`src/rtl/serial_pattern_gen_pkg.sv`:
```
// -----------------------------------------------------------------------------
// serial_pattern_gen_pkg
// Shared definitions for the serial pattern transmitter: FSM state encoding
// and state-vector width, used by the top level and visible to benches.
// -----------------------------------------------------------------------------
package serial_pattern_gen_pkg;

    localparam int STATE_W = 2;

    // 2'b11 is unused; the next-state logic maps it back to IDLE.
    typedef enum logic [STATE_W-1:0] {
        IDLE = 2'b00,
        SEND = 2'b01,
        GAP  = 2'b10
    } state_t;

endpackage

```
`src/rtl/serial_pattern_gen_piso.sv`:
```
// -----------------------------------------------------------------------------
// serial_pattern_gen_piso
// Parallel-load, shift-left register. The MSB is the serial output; zeros are
// shifted in, so after WIDTH shifts the register is empty and the output is 0.
// Ports:
//   clk    in   1      rising-edge clock
//   reset  in   1      synchronous active-high reset (clears the register)
//   load   in   1      load din (has priority over shift)
//   shift  in   1      shift left by one, zero fill
//   din    in   WIDTH  parallel load word
//   msb    out  1      current MSB (registered)
// -----------------------------------------------------------------------------
module serial_pattern_gen_piso #(
    parameter int WIDTH = 5
) (
    input  logic             clk,
    input  logic             reset,
    input  logic             load,
    input  logic             shift,
    input  logic [WIDTH-1:0] din,
    output logic             msb
);

    logic [WIDTH-1:0] sr;

    // NOTE: sequential state uses non-blocking assignments so every flop
    // samples the pre-edge values, independent of statement order.
    always_ff @(posedge clk) begin
        if (reset) begin
            sr <= '0;
        end else if (load) begin
            sr <= din;
        end else if (shift) begin
            sr <= {sr[WIDTH-2:0], 1'b0};
        end
    end

    assign msb = sr[WIDTH-1];

endmodule

```
`src/rtl/serial_pattern_gen.sv`:
```
// -----------------------------------------------------------------------------
// serial_pattern_gen
// Serial pattern transmitter: captures a W-bit pattern and a repeat count on an
// accepted start, then shifts the pattern out MSB-first, one bit per clock,
// repeating it with GAP_CYCLES idle cycles between repetitions.
// Optional feature macro: SERIAL_PATTERN_GEN_PARITY_EN appends one even-parity
// bit (^pattern) to every repetition; done then moves to the parity bit.
// Ports:
//   clk        in   1        rising-edge clock
//   reset      in   1        synchronous active-high reset, priority over all
//   start      in   1        request, sampled only in IDLE
//   pattern    in   W        word to send, captured on accepted start
//   reps       in   REP_W    repetition count, captured on start (0 -> 1)
//   out        out  1        serial data bit (registered)
//   out_valid  out  1        high while out carries a pattern/parity bit
//   busy       out  1        high in SEND and GAP
//   done       out  1        pulse with the final bit of the final repetition
//   present    out  2        current state encoding
//   next       out  2        combinational next-state encoding
// -----------------------------------------------------------------------------
module serial_pattern_gen
    import serial_pattern_gen_pkg::*;
#(
    parameter int W          = 5,
    parameter int REP_W      = 4,
    parameter int GAP_CYCLES = 2
) (
    input  logic               clk,
    input  logic               reset,
    input  logic               start,
    input  logic [W-1:0]       pattern,
    input  logic [REP_W-1:0]   reps,
    output logic               out,
    output logic               out_valid,
    output logic               busy,
    output logic               done,
    output logic [STATE_W-1:0] present,
    output logic [STATE_W-1:0] next
);

`ifdef SERIAL_PATTERN_GEN_PARITY_EN
    localparam int LEN = W + 1;
`else
    localparam int LEN = W;
`endif
    localparam int CNT_W = $clog2(LEN + 1);
    localparam int GAP_W = (GAP_CYCLES > 1) ? $clog2(GAP_CYCLES) : 1;

    state_t           state;
    state_t           state_next;
    logic [CNT_W-1:0] bit_cnt;     // bits already sent in this repetition
    logic [REP_W-1:0] reps_left;   // repetitions still to send, incl. current
    logic [GAP_W-1:0] gap_cnt;
    logic [LEN-1:0]   word_in;     // repetition word built from the inputs
    logic [LEN-1:0]   word_q;      // captured word, reloaded every repetition
    logic             accept;
    logic             last_bit;
    logic             last_rep;
    logic             gap_end;
    logic             reload;
    logic             piso_load;
    logic             piso_msb;

`ifdef SERIAL_PATTERN_GEN_PARITY_EN
    assign word_in = {pattern, ^pattern};
`else
    assign word_in = pattern;
`endif

    assign accept   = (state == IDLE) && start;
    assign last_bit = (bit_cnt == CNT_W'(LEN - 1));
    assign last_rep = (reps_left == REP_W'(1));
    assign gap_end  = (gap_cnt == GAP_W'(GAP_CYCLES - 1));

    // Pattern is reloaded at the end of a gap, or straight after the last bit
    // when repetitions run back-to-back.
    assign reload = ((state == GAP) && gap_end) ||
                    ((state == SEND) && last_bit && !last_rep && (GAP_CYCLES == 0));
    assign piso_load = accept || reload;

    // The register empties itself by shifting, so out is 0 in IDLE/GAP
    // without any output gating.
    serial_pattern_gen_piso #(.WIDTH(LEN)) u_piso (
        .clk   (clk),
        .reset (reset),
        .load  (piso_load),
        .shift (state == SEND),
        .din   (accept ? word_in : word_q),
        .msb   (piso_msb)
    );

    // State register
    always_ff @(posedge clk) begin
        if (reset) begin
            state <= IDLE;
        end else begin
            state <= state_next;
        end
    end

    // Next-state logic
    // NOTE: a default assignment first keeps every path assigned, so no
    // latch is inferred from this combinational block.
    always_comb begin
        state_next = IDLE;
        case (state)
            IDLE: state_next = start ? SEND : IDLE;
            SEND: begin
                if (!last_bit)             state_next = SEND;
                else if (last_rep)         state_next = IDLE;
                else if (GAP_CYCLES == 0)  state_next = SEND;
                else                       state_next = GAP;
            end
            GAP:     state_next = gap_end ? SEND : GAP;
            default: state_next = IDLE;
        endcase
    end

    // Outputs
    always_comb begin
        out       = piso_msb;
        out_valid = (state == SEND);
        busy      = (state != IDLE);
        done      = (state == SEND) && last_bit && last_rep;
        present   = state;
        next      = state_next;
    end

    // Counters and captured word; start while busy never reaches the IDLE arm.
    always_ff @(posedge clk) begin
        if (reset) begin
            bit_cnt   <= '0;
            reps_left <= '0;
            gap_cnt   <= '0;
            word_q    <= '0;
        end else begin
            case (state)
                IDLE: begin
                    if (start) begin
                        word_q    <= word_in;
                        reps_left <= (reps == '0) ? REP_W'(1) : reps;
                        bit_cnt   <= '0;
                    end
                end
                SEND: begin
                    if (last_bit) begin
                        bit_cnt <= '0;
                        gap_cnt <= '0;
                        // Decrement only while more remain: max count never wraps.
                        if (!last_rep) reps_left <= reps_left - REP_W'(1);
                    end else begin
                        bit_cnt <= bit_cnt + CNT_W'(1);
                    end
                end
                GAP:     gap_cnt <= gap_cnt + GAP_W'(1);
                default: ;
            endcase
        end
    end

endmodule

```
`config.mk`:
```
export PLATFORM = sky130hd
export DESIGN_NAME = serial_pattern_gen
export DESIGN_NICKNAME = d
export VERILOG_FILES = /design/src/rtl/serial_pattern_gen_pkg.sv /design/src/rtl/serial_pattern_gen_piso.sv /design/src/rtl/serial_pattern_gen.sv
export SDC_FILE = /design/constraint.sdc
export NUM_CORES = 1
export LEC_CHECK = 0
export BUFFER_PORTS_ARGS = -buffer_cell sky130_fd_sc_hd__buf_4
export CAP_MARGIN = 20
export CORE_MARGIN = 4
export CORE_UTILIZATION = 57
export CTS_BUF_LIST = sky130_fd_sc_hd__clkbuf_16
export DETAILED_ROUTE_END_ITERATION = 7
export MAX_ROUTING_LAYER = met4
export PLACE_DENSITY = 0.9
export SYNTH_ARGS = -nofsm -noshare
export SYNTH_HDL_FRONTEND = slang
export SYNTH_SLANG_ARGS = --single-unit
```
`constraint.sdc`:
```
create_clock -name clk -period 2.6 [get_ports clk]
set_input_delay 0.39 -clock clk [delete_from_list [all_inputs] [get_ports clk]]
set_output_delay 0.39 -clock clk [all_outputs]
set_load 0.02 [all_outputs]
```
Yosys cells after proc, flatten, opt, wreduce, memory -nomap -nowiden
Cells that the tools add are included.

Add/subtract/negate cells: 3. Equality and inequality tests: 7. Muxes and demuxes: 18. Reduce and logical (&&, ||, !) cells: 15.

Operators by type and width (count): $mux W4 (4); $mux W5 (3); $pmux W4 S2 (1); $reduce_bool A2 Y1 (4); $mux W2 (3); $mux W3 (2); $pmux W2 S3 (1); $pmux W3 S2 (1); $reduce_and A2 Y1 (3); $eq A4 B1 Y1 const B (1); $logic_and A1 B1 Y1 (4); $logic_not A4 Y1 (1); $ne A2 B2 Y1 const B (2); $reduce_and A4 Y1 (1); $sub A4 B1 Y4 const B (1); $add A3 B1 Y3 const B (1); $eq A3 B3 Y1 const B (1); $eq A2 B1 Y1 const B (1); $eq A2 B2 Y1 const B (1); $logic_not A2 Y1 (1); $mux W1 (2); $ne A2 B1 Y1 const B (1); $pmux W1 S2 (1); $add A1 B1 Y1 const B (1); $logic_or A1 B1 Y1 (1).

Flip-flop bits (word level): 20. Output and inout bits: 8. Word-level logic and storage cells: 49.

Longest topological paths before layout
Gate-level depths: netlist of run 1.

Depth in word-level cells: 4. Mapped depth: 7.

Hierarchy
Synthesis of run 1 repeated with hierarchy kept, for this count alone.

Cell total of the unflattened synthesis: 108. Area total of the unflattened synthesis: 1008.5 um^2.

Modules (own cells, without submodules): serial_pattern_gen (times used 1, cells each 86, area an instance 780.7 um^2, sequential area each 300.3 um^2); serial_pattern_gen_piso (times used 1, cells each 22, area an instance 227.7 um^2, sequential area each 100.1 um^2).

Least setup slack after synthesis of run 1
No wires, ideal clock.

Path kind: register -> output. From: register state[1], in the netlist present[1]. To: output next[1]. Arrival time: 1361 ps. Path slack: 849 ps. Cell stages (with the launch flop): 4. Path buffers: 1. Path through: dfxtp_1 -> buf_6 -> or2b_1 -> o21ai_0.

Longest elaborated chain between the ends: 2. Elaborated cells between the ends (all ways): 4.

Ends and longest elaborated chain: start: declaration (line serial_pattern_gen.sv:49) `state_t state;`; start signal: assignment (line serial_pattern_gen.sv:97) `state <= state_next;`; $eq A2 B2 Y1, or another cell as far along (line serial_pattern_gen.sv:106) `case (state)`; $pmux W2 S3 * (line serial_pattern_gen.sv:106); end: declaration (line serial_pattern_gen.sv:38) `output logic [STATE_W-1:0] next`.

Mark *: on every way between the ends. The rest lies on a longest branch, timed or not.

Worst setup path after layout of run 1
From: register state[1], in the netlist present[1]. To: output next[0].

Same word-level chain as after synthesis.

==> results of run 1 <==
per-layer routing:
metal	wire length, um	part of all wire	up-vias
met3	126	0.054	4
li1	-	-	459
met4	21	0.0090	0
met5	0	0	-
met1	1090	0.46	436
met2	1100	0.47	23
path summary, 6_finish.rpt:
check	startpoint	endpoint	slack (ns)	depth (start not counted)
setup reg to reg	present[1]	u_piso.sr[1]	0.73	5
hold reg to reg	u_piso.sr[4]	u_piso.sr[4]	0.46	2
setup / recovery	present[1]	next[0]	0.47	4
hold / removal	pattern[4]	word_q[4]	0.38	3
flip-flops by register name, summed over array words and instances (netlist names):
register / cells
u_piso.sr: 5
word_q: 5
bit_cnt: 3
reps_left: 4
gap_cnt: 1
present: 2
final cells by class:
cell class / instances / area share
Clock buffer: 3 / 0.0584
Clock inverter: 1 / 0.0234
Inverter: 5 / 0.0146
Multi-Input combinational cell: 89 / 0.451
Sequential cell: 20 / 0.312
Tap cell: 25 / 0.0243
Timing Repair Buffer: 20 / 0.117
worst register-to-register path: cells and delay by family, from the launching register on:
family | cells | cell delay [ns]
buffers and inverters | 1 | 0.26
DFF | 1 | 0.58
and+or+nand+nor | 3 | 0.83
AOI/OAI and AO/OA | 1 | 0.12
kinds of logic (layout without fill, tap and decap cells):
group | count (synthesis) | after routing | synth area share
AND/OR/NAND/NOR | 45 | 45 | 0.246
flip-flops | 20 | 20 | 0.381
adder cells (fa/ha/maj) | 4 | 4 | 0.0477
multiplexers | 6 | 6 | 0.0572
AO/OA/AOI/OAI | 34 | 34 | 0.201
buffers and inverters | 13 | 29 | 0.0667
through the flow:
| stage | hold WS (ns) | power, uW |
|---|---|---|
| final | 0.384 | 904 |
| after global placement | 0.435 | 478 |
| after global routing | 0.388 | 941 |
| after floorplan | 0.429 | 442 |
| after CTS | 0.385 | 907 |
| after detailed placement | 0.451 | 485 |
cells in the mapped netlist, drive strengths merged, types with 2 or more instances:
master   count  share of area
dfxtp       20           0.38
or3          2          0.012
nand3b       3          0.021
a21oi       16          0.087
or2          2          0.012
buf          5          0.038
nor3         5          0.029
o21ai        8          0.038
mux2i        6          0.057
inv          5          0.018
o2bb2ai      4          0.033
nor2b        4          0.024
a21o         3          0.021
clkbuf       3          0.011
nor2        11          0.039
nand2       10          0.036
ha           4          0.048
power by group:
part / switching, uW / internal [uW]
logic: 77.1 / 62.5
clock network: 116 / 305
registers: 16.8 / 327
==> summary.md, run 1 <==
| Metric | Value |
|---|---|
| Status | `complete, no violations` |
| CTS Buf Count | `3` |
| Busiest grt layer | `met2` |
| Syn Inst Count | `122` |
| Ant diodes | `0` |
| Worst Path Required | `2.21 ns` |
| WP buf/inv | `1` |
| CP delay by family, top | `simple AND/OR/NAND/NOR gates` |
| Slew Viols, Final | `0` |
| Setup TNS | `0 ns` |
| P_leak | `0.000529 uW` |
| CTS-repair resized insts | `0` |
| Worst Hold Class | `input port to flop` |
| Starting Density | `0.608` |
| Crit path time final | `2.13 ns` |
| Post-route cell area | `0.00128 mm^2` |
| Flip-flop and latch area | `400 um^2` |
| Congestion Overflow GR | `0` |
| CP endpoint kind | `primary output` |
| IO Count | `20` |
| Final nets | `155` |
| Ys Warns | `0` |
| Most frequent cells in the layout | `dfxtp_1, buf_4, a21oi_1, nor2_1, nand2_1` |
| Final Core Density | `0.744` |
| Power density cells | `704 mW/mm^2` |
| DP Area | `0.00118 mm^2` |
| Vias in the first global route | `888` |
| DR vias | `922` |
| Post-Layout Cell Count | `163` |
| Cell Rows | `15` |
| CP max stage delay | `0.58 ns` |
| Rel. slew slack | `0.698` |
| Worst-path fanout max | `12` |
| Core area | `0.00173 mm^2` |
| CTS tree | `yes` |
| Synth Cell Area | `0.00105 mm^2` |
| Seq/Total Area, Yosys | `0.381` |
| Part of the cycle the worst path needs | `0.820` |
| CTS sink cnt | `20` |
| Root buffer cell | `clkbuf_16` |
| Cts hold-fix bufs | `0` |
| CP startpoint kind | `flop` |
| WP data arrival | `1.74 ns` |
| Final setup margin | `0.468 ns` |
| Vias per cell | `5.66` |
| Met3 track demand over resource | `0.0612` |
| Clock skew | `0.00339 ns` |
| First-pass GRT wire length | `4030 um` |
| Netlist cell types | `32` |
| DR WL/cell | `14.3 um` |
| Share of cells above drive strength 1 | `0.225` |
| Initial antenna violation count | `0` |
| DR pass1 iterations | `4` |
| Post-detailed-route count of antenna-violating nets | `0` |
| Input/output buffers | `19` |
| Hpwl dp | `1620 um` |
| Multi-input gate area | `579 um^2` |
| DRT iter0 DRCs | `14` |
| Clk slew on worst S/H paths | `0.06 ns` |
| RSZ-0062 raised after global routing | `false` |
| Final wirelength | `2340 um` |
| Placer Congestion | `0.789` |
| Fillers | `125` |
| Setup Buffers After CTS | `0` |
| Fmax | `469 MHz` |
| Largest net degree at the start of global routing | `21` |
| Mean Syn Cell Area | `8.60 um^2` |
| Met2 usage | `0.305` |
| Final Hold Vio Count | `0` |
| Peak VDD IR | `0.673 mV` |
| Top FF cell, synth | `dfxtp_1` |
| Area grow syn2layout | `22.4%` |
| Chip Height | `50.9 um` |
| CP Cell Sequence | `nand2b_1 > a21oi_1 > or2_2 > buf_4` |
| Post-synthesis register bit count | `20` |
| Die area | `0.00259 mm^2` |
| Worst skew pair latency | `0.25 ns` |
| Max Cap Violations | `0` |
| Met1 usage | `0.277` |
| Syn_nets | `138` |
| Number of flops mapped to enable cells by yosys | `0` |
| Finish-stage setup viols | `0` |
| Actual slew at the worst max-slew pin | `0.453 ns` |
| Slowest-stage cell, CP | `dfxtp_1` |
| Drt drc | `0` |
| Total GRT Usage | `0.207` |
| H-tree Lvls | `1` |
| Pre-CTS WS | `0.763 ns` |
| DP Cell Count | `159` |
| Clock Tree Buf Depth | `2` |
| Async S/R FF share, synth | `0` |
| CP Class | `flop to primary output` |
| Die W | `50.9 um` |
Power figures use the tool's default switching activity.
==> inputs of run 2 (changes only) <==
--- a/config.mk
+++ b/config.mk
@@ -5,14 +5,15 @@
 export SDC_FILE = /design/constraint.sdc
 export NUM_CORES = 1
 export LEC_CHECK = 0
+export ABC_AREA = 1
 export BUFFER_PORTS_ARGS = -buffer_cell sky130_fd_sc_hd__buf_4
 export CAP_MARGIN = 20
 export CORE_MARGIN = 4
-export CORE_UTILIZATION = 57
+export CORE_UTILIZATION = 48
 export CTS_BUF_LIST = sky130_fd_sc_hd__clkbuf_16
 export DETAILED_ROUTE_END_ITERATION = 7
 export MAX_ROUTING_LAYER = met4
-export PLACE_DENSITY = 0.9
+export PLACE_DENSITY = 0.81
 export SYNTH_ARGS = -nofsm -noshare
 export SYNTH_HDL_FRONTEND = slang
 export SYNTH_SLANG_ARGS = --single-unit
==> constraint.sdc (replaced) <==
create_clock -name clk -period 1.8 [get_ports clk]
set_input_delay 0.27 -clock clk [delete_from_list [all_inputs] [get_ports clk]]
set_output_delay 0.27 -clock clk [all_outputs]
set_load 0.02 [all_outputs]
==> summary.md, run 2 <==
| Metric | Value |
|---|---|
| Status | `complete, no violations` |
| Mean Syn Cell Area | `7.45 um^2 (-13%)` |
| Drt drc | `0 (unchanged)` |
| Final wirelength | `2300 um (-1.7%)` |
| Ys Warns | `0 (unchanged)` |
| Hold Slack | `0.283 ns (-0.101 ns)` |
| Worst skew pair latency | `0.25 ns (about the same)` |
| Cts hold-fix bufs | `0 (unchanged)` |
| Part of the cycle the worst path needs | `0.945` |
| Most frequent cells in the layout | `nand2_1, dfxtp_1, buf_4, nor2_1, inv_1` |
| Syn Inst Count | `142 (+16%)` |
| CTS tree | `yes` |
| Most common cell after layout, fill and taps aside | `nand2_1` |
| Top-count cell post-synth | `nand2_1` |
| Placer Congestion | `0.773 (-2.0%)` |
| Total Power | `1340 uW (+48%)` |
| Seq/Total Area, Yosys | `0.379 (-0.00271)` |
| Clock skew | `0.00144 ns (-0.00195 ns)` |
| Starting Density | `0.523 (-0.0851)` |
| Crit path time final | `1.70 ns` |
| Post-detailed-route count of antenna-violating nets | `0 (unchanged)` |
| Vias per cell | `5.04 (-11%)` |
| Largest net degree at the start of global routing | `18 (-14%)` |
| Input/output buffers | `19 (unchanged)` |
| Setup Buffers After CTS | `0 (unchanged)` |
| Hpwl dp | `1620 um (about the same)` |
| Largest regs | `u_piso.sr: 5 flops, word_q: 5 flops, reps_left: 4 flops` |
| Core area | `0.00202 mm^2 (+17%)` |
| Peak VDD IR | `0.641 mV (-4.8%)` |
| First-pass GRT wire length | `3740 um (-7.2%)` |
| Worst-path fanout max | `17 (+5)` |
| DR pass1 iterations | `4 (unchanged)` |
| Finish-stage setup viols | `0 (unchanged)` |
| Slew Viols, Final | `0 (unchanged)` |
| Syn_nets | `158 (+14%)` |
| Worst R2R Path Depth | `9 (+4)` |
| Final setup margin | `0.0984 ns (-0.369 ns)` |
| Number of flops mapped to enable cells by yosys | `0 (unchanged)` |
| Top-area cell type share of the netlist area | `0.379 (-0.00271)` |
| Netlist cell types | `28 (-13%)` |
| Rel. slew slack | `0.812 (+0.115)` |
| H-tree Lvls | `1 (unchanged)` |
| CP startpoint kind | `flop` |
| Final nets | `178 (+15%)` |
| Final Hold Vio Count | `0 (unchanged)` |
| Total GRT Usage | `0.182 (-0.0248)` |
| Initial antenna violation count | `0 (unchanged)` |
| Chip Height | `54.9 um (+7.9%)` |
| Die area | `0.00302 mm^2 (+16%)` |
| Post-synth top cells | `nand2_1, dfxtp_1, nor2_1` |
| Top FF cell, synth | `dfxtp_1` |
| Actual slew at the worst max-slew pin | `0.281 ns (-0.172 ns)` |
| Worst Hold Depth | `3 (unchanged)` |
| Worst Hold Class | `input port to flop` |
| CTS Buf Count | `3 (unchanged)` |
| Setup TNS | `0 ns (unchanged)` |
| Dominant cells by area after synthesis | `dfxtp_1, nand2_1, nor2_1` |
| Post-synthesis register bit count | `20 (unchanged)` |
| Clock Tree Buf Depth | `2 (unchanged)` |
| P_leak | `0.000601 uW (+14%)` |
| CP endpoint kind | `primary output` |
| CTS sink cnt | `20 (unchanged)` |
| Pre-CTS WS | `0.342 ns (-0.420 ns)` |
| RSZ-0062 raised after global routing | `false` |
| Congestion Overflow GR | `0 (unchanged)` |
| Die W | `54.9 um (+7.9%)` |
| DR vias | `948 (+2.8%)` |
| Synth Cell Area | `0.00106 mm^2 (+0.72%)` |
| CTS-repair resized insts | `0 (unchanged)` |
| Power density cells | `1020 mW/mm^2 (+45%)` |
| Share of cells above drive strength 1 | `0.255 (+0.0300)` |
| Root buffer cell | `clkbuf_16` |
| Area grow syn2layout | `24.4%` |
| Cell Rows | `16 (+1)` |
| DRT iter0 DRCs | `20 (+6)` |
| Fmax | `588 MHz` |
| Worst Path Required | `1.53 ns (-0.68 ns)` |
| WP data arrival | `1.43 ns (-0.31 ns)` |
| Async S/R FF share, synth | `0 (unchanged)` |
| Max Cap Violations | `0 (unchanged)` |
| Vias in the first global route | `907 (+2.1%)` |
| Final Core Density | `0.650 (-0.0938)` |
| DR WL/cell | `12.2 um (-15%)` |
| Clk slew on worst S/H paths | `0.06 ns (about the same)` |
| Ant diodes | `0 (unchanged)` |
| Yosys top cell by area | `dfxtp_1` |
| IO Count | `20 (unchanged)` |
| CP Class | `flop to primary output` |
## run 2: cell types whose count changed in the layout (fill, tap and decap cells not counted), moves of 3 or more
cell	delta
o211ai_1	+4
a21o_1	-3
nor2_1	+4
inv_2	+6
a21oi_2	+4
mux2i_1	-6
nand2_1	+18
nand3_1	+4
o21ai_1	+4
inv_1	+9
nor3_1	-3
nor2b_1	-4
o2bb2ai_1	-4
a21oi_1	-9
## run 2: layout make-up
type | instances | area [um^2]
Timing Repair Buffer | 19 | 143
Tap cell | 27 | 33.8
Fill cell | 179 | 707
Inverter | 20 | 75.1
Clock inverter | 1 | 30.0
Sequential cell | 20 | 402
Multi-Input combinational cell | 98 | 557
Clock buffer | 3 | 75.1
## run 2: critical path, stage by stage (launching register included)
cell     delay [ns]
dfxtp_1        0.38
inv_2          0.10
nand2_4        0.18
inv_2          0.10
nand2_1        0.15
nand2_1        0.10
buf_4          0.16
## run 2: final timing paths
check	slack, ns	from	end
setup reg to reg	0.48	bit_cnt[0]	reps_left[2]
hold / removal	0.28	pattern[1]	word_q[1]
hold reg to reg	0.49	bit_cnt[1]	bit_cnt[1]
setup / recovery	0.1	present[1]	next[0]
## run 2: through the flow
| step | area, um^2 | instances |
|---|---|---|
| 2_1_floorplan | 1060 | 142 |
| 3_3_place_gp | 1210 | 184 |
| 3_5_place_dp | 1210 | 184 |
| 4_1_cts | 1310 | 188 |
| 5_1_grt | 1320 | 188 |
| 6_report | 1320 | 188 |
## run 2: cell families after synthesis
group	count (synthesis)	synth area share
AOI/OAI and AO/OA	31	0.180
and+or+nand+nor	61	0.283
xor gates and xnor gates	2	0.0166
DFF	20	0.379
buffers and inverters	24	0.0947
adders and majority gates	4	0.0473
## run 2: per-layer routing
metal / vias up / track usage / wire (um)
li1: 499 / - / -
met1: 428 / 0.194 / 1000
met2: 16 / 0.321 / 1160
met3: 5 / 0.0349 / 92
met4: 0 / 0.0931 / 38
met5: - / - / 0
## run 2: report_power, final
part,switching (uW),total (uW),internal (uW)
logic,138,232,94.0
registers,21.8,500,479
clock network,169,610,441
total,328,1340,1010
